**src/rtl/fsb_bus_ctrl.sv**
```systemverilog
// fsb_bus_ctrl: front-side-bus transaction engine behind the L2 MESI controller.
// Define FSB_TIMEOUT_EN to build in the ARB/read-data watchdog that aborts with RSP_ERR.
module fsb_bus_ctrl #(
    parameter int ADDR_W    = 32,
    parameter int SNOOP_LAT = 2,
    parameter int BEATS     = 8,
    parameter int TIMEOUT   = 64
) (
    input  logic              CLK,
    input  logic              RST,
    input  logic              REQ_VALID,
    output logic              REQ_READY,
    input  logic [1:0]        REQ_OP,
    input  logic [ADDR_W-1:0] REQ_ADDR,
    input  logic [63:0]       WB_DATA,
    output logic              WB_POP,
    output logic              BUS_REQ,
    input  logic              BUS_GNT,
    output logic              FSB_ADDR_VALID,
    output logic [ADDR_W-1:0] FSB_ADDR,
    output logic [1:0]        FSB_CMD,
    input  logic              FSB_HIT,
    input  logic              FSB_HITM,
    input  logic [63:0]       FSB_DIN,
    input  logic              FSB_DIN_VALID,
    output logic [63:0]       FSB_DOUT,
    output logic              FSB_DOUT_VALID,
    output logic              RSP_BEAT_VALID,
    output logic [63:0]       RSP_DATA,
    output logic              RSP_VALID,
    output logic [1:0]        RSP_HM,
    output logic              RSP_ERR
);
    typedef enum logic [1:0] {
        OP_READ = 2'd0,
        OP_RFO  = 2'd1,
        OP_WB   = 2'd2,
        OP_INV  = 2'd3
    } op_e;

    typedef enum logic [2:0] {
        S_IDLE,
        S_ARB,
        S_ADDR,
        S_SNOOP,
        S_DATA,
        S_DONE
    } state_e;

    localparam int CNT_W = $clog2(BEATS + 1);
    localparam int SNP_W = (SNOOP_LAT > 1) ? $clog2(SNOOP_LAT) : 1;
    localparam logic [CNT_W-1:0] RD_LAST  = CNT_W'(BEATS);
    localparam logic [CNT_W-1:0] WB_LAST  = CNT_W'(BEATS - 1);
    localparam logic [SNP_W-1:0] SNP_LAST = SNP_W'(SNOOP_LAT - 1);

    state_e            state;
    op_e               op_q;
    logic [ADDR_W-1:0] addr_q;
    logic [1:0]        hm_q;
    logic [CNT_W-1:0]  beat_cnt;
    logic [SNP_W-1:0]  snp_cnt;
    logic [1:0]        snoop_hm;

    // HITM outranks HIT: a modified copy elsewhere dominates the MESI decision.
    assign snoop_hm = FSB_HITM ? 2'd2 : (FSB_HIT ? 2'd1 : 2'd0);
    assign FSB_DOUT = FSB_DOUT_VALID ? WB_DATA : 64'd0;

`ifdef FSB_TIMEOUT_EN
    localparam int WD_W = $clog2(TIMEOUT + 1);
    localparam logic [WD_W-1:0] WD_LAST = WD_W'(TIMEOUT - 1);
    logic [WD_W-1:0] wd_cnt;
    logic            rsp_err;
    assign RSP_ERR = rsp_err;
`else
    // TIMEOUT only matters when the watchdog is built in.
    logic unused_timeout;
    assign unused_timeout = (TIMEOUT != 0);
    assign RSP_ERR = 1'b0;
`endif

    // NOTE: non-blocking assignments throughout; every output here is a register,
    // so a state decision made at an edge shows up on the pins in the following cycle.
    always_ff @(posedge CLK or posedge RST) begin
        if (RST) begin
            state          <= S_IDLE;
            op_q           <= OP_READ;
            addr_q         <= '0;
            hm_q           <= 2'd0;
            beat_cnt       <= '0;
            snp_cnt        <= '0;
            REQ_READY      <= 1'b1;
            WB_POP         <= 1'b0;
            BUS_REQ        <= 1'b0;
            FSB_ADDR_VALID <= 1'b0;
            FSB_ADDR       <= '0;
            FSB_CMD        <= 2'd0;
            FSB_DOUT_VALID <= 1'b0;
            RSP_BEAT_VALID <= 1'b0;
            RSP_DATA       <= 64'd0;
            RSP_VALID      <= 1'b0;
            RSP_HM         <= 2'd0;
`ifdef FSB_TIMEOUT_EN
            wd_cnt         <= '0;
            rsp_err        <= 1'b0;
`endif
        end else begin
            RSP_BEAT_VALID <= 1'b0;
            RSP_DATA       <= 64'd0;
`ifdef FSB_TIMEOUT_EN
            // Restarts on every state change and every beat; only the wait branches count up.
            wd_cnt         <= '0;
`endif
            case (state)
                S_IDLE: begin
                    if (REQ_VALID && REQ_READY) begin
                        op_q      <= op_e'(REQ_OP);
                        addr_q    <= REQ_ADDR;
                        REQ_READY <= 1'b0;
                        BUS_REQ   <= 1'b1;
                        state     <= S_ARB;
                    end
                end
                S_ARB: begin
                    if (BUS_GNT) begin
                        FSB_ADDR_VALID <= 1'b1;
                        FSB_ADDR       <= addr_q;
                        FSB_CMD        <= op_q;
                        state          <= S_ADDR;
                    end
`ifdef FSB_TIMEOUT_EN
                    else if (wd_cnt == WD_LAST) begin
                        BUS_REQ   <= 1'b0;
                        RSP_VALID <= 1'b1;
                        RSP_HM    <= 2'd0;
                        rsp_err   <= 1'b1;
                        state     <= S_DONE;
                    end else begin
                        wd_cnt <= wd_cnt + WD_W'(1);
                    end
`endif
                end
                S_ADDR: begin
                    FSB_ADDR_VALID <= 1'b0;
                    FSB_ADDR       <= '0;
                    FSB_CMD        <= 2'd0;
                    beat_cnt       <= '0;
                    snp_cnt        <= '0;
                    if (op_q == OP_WB) begin
                        hm_q           <= 2'd0;
                        FSB_DOUT_VALID <= 1'b1;
                        WB_POP         <= 1'b1;
                        state          <= S_DATA;
                    end else begin
                        state <= S_SNOOP;
                    end
                end
                S_SNOOP: begin
                    if (snp_cnt == SNP_LAST) begin
                        if (op_q == OP_INV) begin
                            BUS_REQ   <= 1'b0;
                            RSP_VALID <= 1'b1;
                            RSP_HM    <= snoop_hm;
                            state     <= S_DONE;
                        end else begin
                            hm_q  <= snoop_hm;
                            state <= S_DATA;
                        end
                    end else begin
                        snp_cnt <= snp_cnt + SNP_W'(1);
                    end
                end
                S_DATA: begin
                    if (op_q == OP_WB) begin
                        if (beat_cnt == WB_LAST) begin
                            FSB_DOUT_VALID <= 1'b0;
                            WB_POP         <= 1'b0;
                            BUS_REQ        <= 1'b0;
                            RSP_VALID      <= 1'b1;
                            RSP_HM         <= hm_q;
                            state          <= S_DONE;
                        end else begin
                            beat_cnt <= beat_cnt + CNT_W'(1);
                        end
                    end else if (beat_cnt == RD_LAST) begin
                        // One drain cycle lets the last fill beat reach RSP_DATA before the response.
                        BUS_REQ   <= 1'b0;
                        RSP_VALID <= 1'b1;
                        RSP_HM    <= hm_q;
                        state     <= S_DONE;
                    end else if (FSB_DIN_VALID) begin
                        RSP_BEAT_VALID <= 1'b1;
                        RSP_DATA       <= FSB_DIN;
                        beat_cnt       <= beat_cnt + CNT_W'(1);
                    end
`ifdef FSB_TIMEOUT_EN
                    else if (wd_cnt == WD_LAST) begin
                        BUS_REQ   <= 1'b0;
                        RSP_VALID <= 1'b1;
                        RSP_HM    <= 2'd0;
                        rsp_err   <= 1'b1;
                        state     <= S_DONE;
                    end else begin
                        wd_cnt <= wd_cnt + WD_W'(1);
                    end
`endif
                end
                S_DONE: begin
                    RSP_VALID <= 1'b0;
                    RSP_HM    <= 2'd0;
                    beat_cnt  <= '0;
                    REQ_READY <= 1'b1;
                    state     <= S_IDLE;
`ifdef FSB_TIMEOUT_EN
                    rsp_err   <= 1'b0;
`endif
                end
                default: state <= S_IDLE;
            endcase
        end
    end
endmodule

```
**config.mk**
```make
export PLATFORM = sky130hd
export DESIGN_NAME = fsb_bus_ctrl
export DESIGN_NICKNAME = d
export VERILOG_FILES = /design/src/rtl/fsb_bus_ctrl.sv
export SDC_FILE = /design/constraint.sdc
export NUM_CORES = 1
export LEC_CHECK = 0
export ABC_AREA = 1
export CAP_MARGIN = 40
export CORE_ASPECT_RATIO = 0.5
export CORE_UTILIZATION = 30
export CTS_CLUSTER_SIZE = 25
export DETAILED_ROUTE_END_ITERATION = 10
export REMOVE_ABC_BUFFERS = 1
export SYNTH_ARGS = -nofsm -noshare
export SYNTH_HDL_FRONTEND = slang
export SYNTH_SLANG_ARGS = --single-unit
```
**constraint.sdc**
```tcl
create_clock -name CLK -period 6.4 [get_ports CLK]
set_input_delay 1.28 -clock CLK [delete_from_list [all_inputs] [get_ports CLK]]
set_output_delay 1.28 -clock CLK [all_outputs]
set_load 0.02 [all_outputs]
```
==> impl_metrics.csv, run 1 <==
group,metric,value,unit
detailed_routing,drt-vias-per-instance,4.18,
global_routing,track_usage,17.2,%
power,p_leak,5.37,nW
yosys,yosys_warnings,0,
timing,final.min_clock_period,3.80,ns
yosys,syn_avg_cell_area,9.21,um^2
timing,period_share,59.3,%
worst_setup_path,path_max_fanout,1,
clock_tree,holdBufCountCts,0,
yosys,synth_edf_count,0,
clock_tree,post_cts_buffers,0,
clock_tree,cts_sinks,150,
clock_tree,clk_pin_slew_worst_paths,0.06,ns
timing,hold_viol,0,
clock_tree,clk_latency,0.42,ns
die,die_h,108,um
timing,slew_violations,0,
clock_tree,numCtsBuffers,17,
timing,finalSetupTns,0,ns
place,port_buffers,339,
global_routing,grt_max_degree,70,
detailed_routing,finalWirelength,19900,um
timing,slew_headroom,44.6,%
yosys,async_flop_share,100,%
job,maxCapViolCount,0,
cells_and_area,final_common_cell,"clkdlybuf4s50_1",
power,seqPwrFrac,33.2,%
global_routing,grt_antenna_before_repair,1,
timing,fmaxAchievable,263,MHz
die,coreArea,0.0218,mm^2
yosys,ys_types,29,
clock_tree,clockRootBuffer,"clkbuf_16",
worst_hold_path,hold_class,"reg2reg",
power,p_comb_share,40.2,%
worst_setup_path,worst_setup_path_end_kind,"output port",
timing,fin_skew,0.00886,ns
clock_tree,htree_num_levels,4,
die,die_w,214,um
die,dieArea,0.0230,mm^2
power,internal-power,2.56,mW
cells_and_area,drive_gt1_share,9.98,%
detailed_routing,first_pass_iters,5,
worst_setup_path,crit_arrival,2.52,ns
yosys,syn_area,0.00672,mm^2
die,initial_core_util,30.8,%
global_routing,grt_pass1_vias,5731,
worst_setup_path,critPathKind,"in2out",
detailed_routing,detail-route-antenna-nets,0,
yosys,synth_area_leaders,"dfrtp_1, inv_1, nor2_4, nand2_1, o21ai_0",
timing,finalSetupViolCount,0,
power,p_switching,1.44,mW
timing,rsz0062_at_grt,"no",
status,status,"complete, no violations",
die,io_pins,341,
worst_setup_path,critPathRequiredTime,5.12,ns
detailed_routing,drt_iter0_markers,258,
cells_and_area,area_growth,63.0,%
yosys,ys.flop_type,"dfrtp_1",
place,dpl.hpwl,15400,um
power,peakVddDrop,0.189,mV
detailed_routing,routedWlPerCell,14.5,um
yosys,ys_ff_latch,150,
cells_and_area,nFillCells,2010,
detailed_routing,drc,0,
global_routing,grt_pass1_wl,30200,um
die,num_rows,38,
power,p_per_area,365,mW/mm^2
place,gp_congestion,0.819,
detailed_routing,via_count,5734,
clock_tree,post_cts_resized,0,
power,p_clk_share,26.5,%
yosys,synth_largest_area_cell,"dfrtp_1",
cells_and_area,most-common-layout-cells,"clkdlybuf4s50_1, inv_1, dfrtp_1, nand2_1, o21ai_0",
power,swShare,36.0,%
cells_and_area,nets,1230,
yosys,syn_inst,729,
yosys,ys_seq_area_share,55.9,%
global_routing,grt-ovfl-total,0,
worst_setup_path,startpoint_type,"input pin",
yosys,synth_top_area_share,55.5,%
clock_tree,cts_tree,"yes",
clock_tree,clockBufferDepth,2,
timing,fin_worst_hold_slack,0.476,ns
timing,worst_pin_slew,0.829,ns
-- critical path, cell delays in order --
cell,delay [ns]
clkdlybuf4s50_1,0.47
nand2_1,0.06
inv_1,0.08
clkdlybuf4s50_1,0.62
-- cell families after synthesis --
family | Yosys count | share of synthesized area [%]
xor gates and xnor gates | 2 | 0.261
buffers and inverters | 213 | 14.0
DFF | 150 | 55.9
and+or+nand+nor | 282 | 23.2
other | 1 | 0.0558
adders and majority gates | 2 | 0.373
AOI/OAI and AO/OA | 79 | 6.20
-- final timing paths --
| check | start | endpoint | slack, ns | cells after the start |
|---|---|---|---|---|
| worst max register to register | state[1] | RSP_DATA[61] | 4.36 | 6 |
| min in group asynchronous | RST | RSP_DATA[3] | 1.25 | 2 |
| max in group asynchronous | RST | FSB_ADDR[20] | 4.22 | 3 |
| worst min register to register | RSP_VALID | RSP_VALID | 0.48 | 2 |
| worst min-delay path | RSP_VALID | RSP_VALID | 0.48 | 2 |
| worst max-delay path | WB_DATA[33] | FSB_DOUT[33] | 2.60 | 4 |
-- cell usage after synthesis, types with 5 or more instances --
library cell and instances:
buf_12 5, buf_2 6, buf_6 6, clkbuf_1 15, dfrtp_1 149, inv_1 174, inv_2 5, nand2_1 148
nand3_1 51, nor2_1 22, nor2_4 51, o21ai_0 62, o21ai_1 9, o21ai_2 5
-- layout make-up --
type                            instances  area (um^2)  area share (%)
Sequential cell                       150         3760            34.3
Antenna cell                            1         2.50          0.0229
Tap cell                              300          375            3.43
Clock buffer                           20          447            4.08
Multi-Input combinational cell        366         2030            18.5
Clock inverter                         12          178            1.62
Inverter                              179          677            6.18
Timing Repair Buffer                  345         3480            31.8
-- sequential cells by signal, indices dropped and copies added (netlist names) --
name            flops
RSP_BEAT_VALID      1
state               3
BUS_REQ             1
REQ_READY           1
addr_q             32
hm_q                2
op_q                2
RSP_HM              2
FSB_DOUT_VALID      1
RSP_VALID           1
RSP_DATA           64
snp_cnt             1
FSB_ADDR_VALID      1
FSB_CMD             2
beat_cnt            4
FSB_ADDR           32
-- metal layers --
metal,wire [um],GRT usage (%),vias to the layer above
li1,-,-,2801
met2,10900,32.4,159
met3,1050,4.29,25
met1,7550,18.6,2749
met4,437,6.17,0
met5,0,0,-
-- power groups by stage --
stage          clock network (mW)  logic [mW]  registers, mW
6_report                     1.06        1.61           1.33
5_1_grt                      1.13        1.77           1.36
4_1_cts                      1.09        1.63           1.33
3_5_place_dp                    0        1.63           1.35
3_3_place_gp                    0        1.56           1.37
2_1_floorplan                   0       0.687           1.50
-- stage by stage --
stage	cells	setup slack, ns	total power, mW	util (%)	instance area, um^2
2_1_floorplan	695	1.09	2.19	-	6450
3_3_place_gp	1337	2.53	2.93	47.0	10300
3_5_place_dp	1340	2.59	2.97	47.3	10300
4_1_cts	1372	2.59	4.06	50.2	10900
5_1_grt	1373	2.56	4.26	50.2	10900
6_report	1373	2.60	4.00	50.2	10900
Power figures use the tool's default switching activity.
==> run 2, diff against run 1 <==
- clock period: 6.4 -> 3.68 ns (I/O delays scaled with it)
==> impl_metrics.csv, run 2 (synthesized netlist as in run 1, its figures left out) <==
group,metric,value,unit
status,status,"complete, no violations",
timing,finalSetupViolCount,0,
clock_tree,htree_num_levels,4,
clock_tree,clockRootBuffer,"clkbuf_16",
power,peakVddDrop,0.370,mV
clock_tree,holdBufCountCts,0,
place,place_inst,1341,
cells_and_area,nets,1231,
timing,period_share,80.0,%
cells_and_area,largest_register_ffs,64,
place,gp_congestion,0.818,
cells_and_area,drive_gt1_share,10.2,%
clock_tree,cts_tree,"yes",
worst_setup_path,crit_arrival,2.21,ns
cells_and_area,multiInputGateArea,0.00203,mm^2
detailed_routing,first_pass_iters,4,
cells_and_area,nFillCells,2004,
worst_setup_path,path_max_fanout,36,
clock_tree,numCtsBuffers,17,
timing,slew_headroom,42.4,%
timing,final.min_clock_period,2.94,ns
die,num_rows,38,
worst_setup_path,worst_setup_path_end_kind,"output port",
clock_tree,cts_sinks,150,
timing,fin_skew,0.00904,ns
worst_setup_path,critPathKind,"reg2out",
global_routing,grt-ovfl-total,0,
global_routing,grt_antenna_before_repair,2,
detailed_routing,via_count,5719,
die,coreArea,0.0218,mm^2
cells_and_area,most-common-layout-cells,"clkdlybuf4s50_1, inv_1, dfrtp_1, nand2_1, o21ai_0",
place,port_buffers,339,
clock_tree,post_cts_resized,0,
cells_and_area,fin_cells,1375,
detailed_routing,drc,0,
worst_setup_path,startpoint_type,"register",
worst_hold_path,hold_class,"reg2reg",
clock_tree,clk_latency,0.42,ns
cells_and_area,largest_register,"RSP_DATA",
timing,worst_pin_slew,0.861,ns
timing,fin_ws,0.737,ns
clock_tree,post_cts_buffers,0,
global_routing,grt_pass1_vias,5726,
die,initial_core_util,30.8,%
place,dpl.hpwl,15100,um
timing,finalSetupTns,0,ns
die,die_w,214,um
die,io_pins,341,
power,p_leak,5.35,nW
place,preCtsSetupSlack,0.924,ns
timing,fmaxAchievable,340,MHz
timing,slew_violations,0,
die,die_h,108,um
global_routing,grt_pass1_wl,30000,um
timing,hold_viol,0,
detailed_routing,routedWlPerCell,14.3,um
clock_tree,clockBufferDepth,2,
die,dieArea,0.0230,mm^2
cells_and_area,regArea,0.00376,mm^2
global_routing,grt_max_degree,70,
detailed_routing,detail-route-antenna-nets,0,
worst_setup_path,critPathRequiredTime,2.94,ns
cells_and_area,final_common_cell,"clkdlybuf4s50_1",
job,maxCapViolCount,0,
cells_and_area,area_growth,62.5,%
global_routing,track_usage,17.1,%
timing,rsz0062_at_grt,"no",
cells_and_area,reg.largest.list,"RSP_DATA (64), FSB_ADDR (32), addr_q (32)",
detailed_routing,drt_iter0_markers,217,
power,p_per_area,628,mW/mm^2
clock_tree,clk_pin_slew_worst_paths,0.07,ns
detailed_routing,drt-vias-per-instance,4.16,
detailed_routing,finalWirelength,19700,um
run 2: power by group:
part / internal, mW / switching (mW) / leakage [nW]
registers: 2.08 / 0.238 / 1.98
logic: 1.21 / 1.57 / 3.10
clock network: 1.03 / 0.722 / 0.278
total: 4.32 / 2.54 / 5.35
run 2: path summary, 6_finish.rpt:
path / start / to / slack [ns] / cells past startpoint
worst min register to register: RSP_VALID / RSP_VALID / 0.47 / 2
worst max register to register: state[0] / FSB_ADDR[16] / 1.77 / 5
worst max-delay path: FSB_DOUT_VALID / FSB_DOUT[57] / 0.74 / 4
worst min-delay path: RSP_VALID / RSP_VALID / 0.47 / 2
min in group asynchronous: RST / FSB_ADDR[10] / 0.72 / 2
max in group asynchronous: RST / REQ_READY / 2.20 / 3
run 2: routing by layer:
| layer | global-route usage [%] | wire length [um] | up-vias |
|---|---|---|---|
| met3 | 4.17 | 1010 | 19 |
| li1 | - | - | 2808 |
| met1 | 19.3 | 7660 | 2733 |
| met2 | 31.7 | 10800 | 159 |
| met4 | 5.31 | 248 | 0 |
| met5 | 0 | 0 | - |
run 2: area by class of cell:
cell class | count | area share, %
sequential | 150 | 34.4
timing repair buffer | 346 | 31.9
multi-input combinational | 366 | 18.6
inverter | 179 | 6.20
clock buffer | 19 | 4.06
tap | 300 | 3.44
clock inverter | 13 | 1.34
antenna | 2 | 0.0459
run 2: metrics by stage:
step | util (%) | hold WS, ns | total power, mW | instance area [um^2]
floorplan | - | 0.453 | 3.80 | 6450
global route | 50.0 | 0.506 | 7.32 | 10900
global placement | 47.3 | 0.457 | 5.12 | 10300
CTS | 50.0 | 0.475 | 6.95 | 10900
finish | 50.0 | 0.469 | 6.86 | 10900
detailed placement | 47.3 | 0.460 | 5.18 | 10300
run 2: critical path: stages, from the launching register on:
cell             delay [ns]
dfrtp_2                0.74
buf_12                 0.26
nand2_1                0.08
inv_1                  0.06
clkdlybuf4s50_1        0.65
